[config.mk]
export PLATFORM = sky130hd
export DESIGN_NAME = ureg_shift
export DESIGN_NICKNAME = d
export VERILOG_FILES = /design/src/rtl/ureg_shift.sv
export SDC_FILE = /design/constraint.sdc
export NUM_CORES = 1
export LEC_CHECK = 0
export BUFFER_PORTS_ARGS = -buffer_cell sky130_fd_sc_hd__buf_2
export CAP_MARGIN = 15
export CORE_ASPECT_RATIO = 1.25
export CORE_UTILIZATION = 49
export DETAILED_ROUTE_END_ITERATION = 6
export PLACE_DENSITY = 0.76
export SLEW_MARGIN = 20
export SYNTH_ARGS = -nofsm -noshare
export SYNTH_HDL_FRONTEND = slang
export SYNTH_SLANG_ARGS = --single-unit
[constraint.sdc]
create_clock -name clk_i -period 1.5 [get_ports clk_i]
set_input_delay 0.15 -clock clk_i [delete_from_list [all_inputs] [get_ports clk_i]]
set_output_delay 0.15 -clock clk_i [all_outputs]
set_load 0.01 [all_outputs]
[src/rtl/ureg_shift.sv]
// WIDTH-bit universal register: hold/load/clear/shift/rotate plus a multi-cycle shift sequencer.
// Optional parity output par_o is present when UREG_PARITY_EN is defined.
module ureg_shift #(
  parameter int WIDTH = 8,
  parameter int CNT_W = 4
) (
  input  logic             clk_i,
  input  logic             rst_ni,
  input  logic             en_i,
  input  logic [2:0]       mode_i,
  input  logic [WIDTH-1:0] d_i,
  input  logic             sin_l_i,
  input  logic             sin_r_i,
  input  logic             start_i,
  input  logic [CNT_W-1:0] amt_i,
  output logic [WIDTH-1:0] q_o,
  output logic             busy_o,
  output logic             done_o,
  output logic [1:0]       state_o
`ifdef UREG_PARITY_EN
  ,
  output logic             par_o
`endif
);

  localparam logic [1:0] S_IDLE = 2'd0;
  localparam logic [1:0] S_RUN  = 2'd1;
  localparam logic [1:0] S_DONE = 2'd2;

  logic [1:0]       state_q, state_d;
  logic [CNT_W-1:0] cnt_q, cnt_d;
  logic [2:0]       op_q, op_d;
  logic [WIDTH-1:0] q_q, q_d;
  logic             is_shift_op;

  // One step of any shift/rotate op; non-shift codes pass the value through.
  function automatic logic [WIDTH-1:0] step(input logic [2:0] op, input logic [WIDTH-1:0] v,
                                            input logic sl, input logic sr);
    logic [WIDTH-1:0] r;
    case (op)
      3'b010:  r = {v[WIDTH-2:0], sr};
      3'b011:  r = {sl, v[WIDTH-1:1]};
      3'b100:  r = {v[WIDTH-2:0], v[WIDTH-1]};
      3'b101:  r = {v[0], v[WIDTH-1:1]};
      3'b110:  r = {v[WIDTH-1], v[WIDTH-1:1]};
      default: r = v;
    endcase
    return r;
  endfunction

  assign is_shift_op = (mode_i >= 3'b010) && (mode_i <= 3'b110);

  always_comb begin
    state_d = state_q;
    cnt_d   = cnt_q;
    op_d    = op_q;
    q_d     = q_q;
    if (en_i) begin
      case (state_q)
        S_IDLE: begin
          if (start_i && is_shift_op) begin
            op_d = mode_i;
            if (amt_i == '0) begin
              state_d = S_DONE;
            end else begin
              cnt_d   = amt_i;
              state_d = S_RUN;
            end
          end else begin
            case (mode_i)
              3'b000:  q_d = q_q;
              3'b001:  q_d = d_i;
              3'b111:  q_d = '0;
              default: q_d = step(mode_i, q_q, sin_l_i, sin_r_i);
            endcase
          end
        end
        S_RUN: begin
          q_d   = step(op_q, q_q, sin_l_i, sin_r_i);
          cnt_d = cnt_q - 1'b1;
          if (cnt_q == CNT_W'(1)) state_d = S_DONE;
        end
        S_DONE:  state_d = S_IDLE;
        default: state_d = S_IDLE;
      endcase
    end
  end

  always_ff @(posedge clk_i or negedge rst_ni) begin
    if (!rst_ni) begin
      state_q <= S_IDLE;
      cnt_q   <= '0;
      op_q    <= 3'b000;
      q_q     <= '0;
    end else begin
      state_q <= state_d;
      cnt_q   <= cnt_d;
      op_q    <= op_d;
      q_q     <= q_d;
    end
  end

  assign q_o     = q_q;
  assign busy_o  = (state_q == S_RUN);
  assign done_o  = (state_q == S_DONE);
  assign state_o = state_q;

`ifdef UREG_PARITY_EN
  assign par_o = ^q_q;
`endif

endmodule
==> results.sh <==
export IMPL_synth_ff_type="dfrtp_1"
export IMPL_grt_usage_pct=29.34
export IMPL_grt_pass1_vias=1709
export IMPL_worstReg2RegEnd="q_o[7]"
export IMPL_ir_drop_uv=1308
export IMPL_htreeDepth=1
export IMPL_dieHeight_um=64.94
export IMPL_synth_seq_cells=17
export IMPL_clk_pin_slew_ns=0.11
export IMPL_cts_tree="built"
export IMPL_p_switching_w=0.001920
export IMPL_area_delta_synth_final_pct=36.91
export IMPL_routabilityCongestion=0.9038
export IMPL_ys_async_sr_fraction_pct=100.0
export IMPL_drc=0
export IMPL_hp_class="primary input to flop"
export IMPL_slew_headroom_pct=72.31
export IMPL_wirelength_mm=4.912
export IMPL_swShare_pct=47.03
export IMPL_worstPathMaxFanout=15
export IMPL_dieArea_mm2=0.003399
export IMPL_timing_fmax_mhz=663.5
export IMPL_hold_path_depth=3
export IMPL_die_w_um=52.35
export IMPL_cp_start_kind="flop"
export IMPL_rsz0062_at_grt="yes"
export IMPL_cpMaxStageDelayCell="dfrtp_2"
export IMPL_hold_viol_final=0
export IMPL_synth_top_area_share_pct=27.40
export IMPL_grt_max_degree=18
export IMPL_slew_violations=0
export IMPL_outcome="finished, violations left"
export IMPL_crit_family="compound AO/OA/AOI/OAI gates"
export IMPL_final_instance_count_excl_fill=299
export IMPL_finalClockSkew_ns=0.004635
export IMPL_fin_nets=287
export IMPL_hp_start="en_i"
export IMPL_power_density_mw_per_mm2=1920
export IMPL_drt_iter0_markers=111
export IMPL_p_comb_share_pct=70.3
export IMPL_vias=1868
export IMPL_grt_first_pass_wirelength_mm=7.562
export IMPL_initial_core_util_pct=52.23
export IMPL_synth_commonest_cells="nand2_1, a21oi_1, dfrtp_1"
export IMPL_synth_seq_area_share_pct=27.40
export IMPL_setup_viol=1
export IMPL_synth_area_mm2=0.001553
export IMPL_required_ns=1.70
export IMPL_dr_pass1_iters=4
export IMPL_violations="setup timing"
export IMPL_cts_sinks=17
export IMPL_crit_chain="buf_6 -> inv_1 -> o311ai_1 -> o21ai_1 -> a22oi_1 -> o31ai_1"
export IMPL_io_pins=33
export IMPL_clock_latency_ns=0.30
export IMPL_cts_root_buf="clkbuf_4"
export IMPL_tightest_slew_ns=0.4153
export IMPL_path_depth=6
export IMPL_dp_hpwl_mm=3.467
export IMPL_finalCritPeriodShare_pct=100.5
export IMPL_io_buffers=32
export IMPL_reg2reg_slack_ns=-0.007
export IMPL_layout_setup_ws_ns=-0.007194
export IMPL_ant_nets=0
export IMPL_min_to="state_o[1]"
export IMPL_yosysWarnings=0
export IMPL_synth_distinct_cells=49
export IMPL_crit_arrival_ns=1.71
export IMPL_avgSynthCellArea_um2=7.803
export IMPL_period_needed_ns=1.507
export IMPL_synth_area_leaders="dfrtp_1, a21oi_1, nand2_1"
export IMPL_setup_worst_path_end_class="flop"
export IMPL_syn_inst=199
export IMPL_yosysMostFrequentCell="nand2_1"
export IMPL_timing_rr_start="op_q[0]"
export IMPL_grt_ovfl_total=0
export IMPL_antenna_found_initial=0
export IMPL_place_ws_ns=-0.1262
export IMPL_intPower_w=0.002162
export IMPL_drv_cap=0
export IMPL_placed_area_mm2=0.001971
export IMPL_fin_area_mm2=0.002126
export IMPL_p_seq_share_pct=23.1
export IMPL_p_leak_nw=0.9726
export IMPL_synth_edff_count=0
export IMPL_core_area_mm2=0.002973
export IMPL_synth_top_area_cell="dfrtp_1"
export IMPL_layout_drive_gt1_share_pct=39.16
export IMPL_slowest_delay_ns=0.42
export IMPL_numPlacedInstances=291
export IMPL_n_antenna_cell=0
export IMPL_std_cell_rows=22
export IMPL_syn_nets=222
export IMPL_detail_route_wl_per_cell_um=16.43
export IMPL_cts_made_buffers=3
export IMPL_pwr_share_clk_pct=6.6
export IMPL_clockBufferDepth=2
export IMPL_crit_buf_inv=2
export IMPL_drt_vias_per_instance=6.247
export IMPL_finish_utilization_pct=71.51
export IMPL_crit_type="flop to flop"
export IMPL_rr_worst_depth=6
[what timing repair did]
action                                 CTS  global route
pin swaps                                0            10
hold buffers                             1             0
cloned                                   0             2
gates resized for setup                  9            21
buffers inserted                         0             1
setup endpoints to repair                8            11
endpoints found under the hold margin   17             0
[cell families after synthesis]
logic type / after synthesis / share of synthesized area [%]
compound gates: 84 / 36.58
simple gates: 65 / 21.35
flops: 17 / 27.40
mux: 5 / 3.465
fa+ha+maj: 3 / 2.256
xor+xnor: 4 / 2.257
buf+inv: 21 / 6.688
[metrics by stage]
step | hold slack [ns] | power [W] | setup TNS [ns]
final | 0.1652 | 0.004082 | -0.007194
after global routing | 0.1792 | 0.004355 | -0.3303
after CTS | 0.1705 | 0.003770 | 0
after detailed placement | 0.1123 | 0.003438 | -0.4454
after global placement | 0.1066 | 0.003371 | -0.1022
after floorplan | -0.1456 | 0.002501 | -0.03342
[area by class of cell]
type                            instances  area [µm²]
Inverter                                8       30.03
Timing Repair Buffer                   72       488.0
Fill cell                             237       847.1
Multi-Input combinational cell        162        1105
Clock buffer                            4       26.28
Sequential cell                        17       431.7
Tap cell                               36       45.04
[layer usage]
layer,global-route usage (%),share of wire (%),vias up
li1,-,-,885
met1,36.46,39,877
met2,51.58,51,92
met3,2.347,7.4,14
met4,9.868,2.1,0
met5,0,0,-
[worst max-delay path by stage]
stage	slack, ns	to	startpoint
6_report	-0.007	q_o[7]	op_q[0]
5_1_grt	-0.06	q_o[2]	state_o[1]
4_1_cts	0.003	q_o[4]	op_q[1]
3_5_place_dp	-0.13	q_o[7]	op_q[0]
3_3_place_gp	-0.04	q_o[4]	op_q[1]
2_1_floorplan	-0.02	q_o[2]	state_o[1]
[state kept, by name, summed over array words and instances (netlist names)]
| register | flops |
|---|---|
| q_o | 8 |
| op_q | 3 |
| cnt_q | 4 |
| state_o | 2 |
[tightest hold or removal path: cells and delay by family]
family	cells	cell delay (ns)
buf+inv	2	0.16
compound gates	1	0.13
[power groups by stage]
stage	clock (W)	combinational [W]	sequential, W
global placement	0	0.00247	0.000900
floorplan	0	0.00157	0.000930
CTS	0.000261	0.00260	0.000909
finish	0.000270	0.00287	0.000943
global route	0.000292	0.00309	0.000972
detailed placement	0	0.00253	0.000908
[layout by cell type, fill, tap and decap left out, drive strengths merged, types with 3 or more instances in the layout]
| master | count |
|---|---|
| a21oi | 18 |
| a22o | 5 |
| a31oi | 7 |
| a32oi | 5 |
| buf | 71 |
| clkbuf | 4 |
| dfrtp | 17 |
| inv | 8 |
| mux2 | 3 |
| nand2 | 20 |
| nand2b | 8 |
| nand3 | 4 |
| nor2 | 15 |
| nor3 | 5 |
| o211ai | 4 |
| o21ai | 19 |
| o22ai | 9 |
| o31ai | 5 |
| or2b | 4 |
| xnor2 | 3 |
No activity file was read; power rests on OpenSTA's default activity.
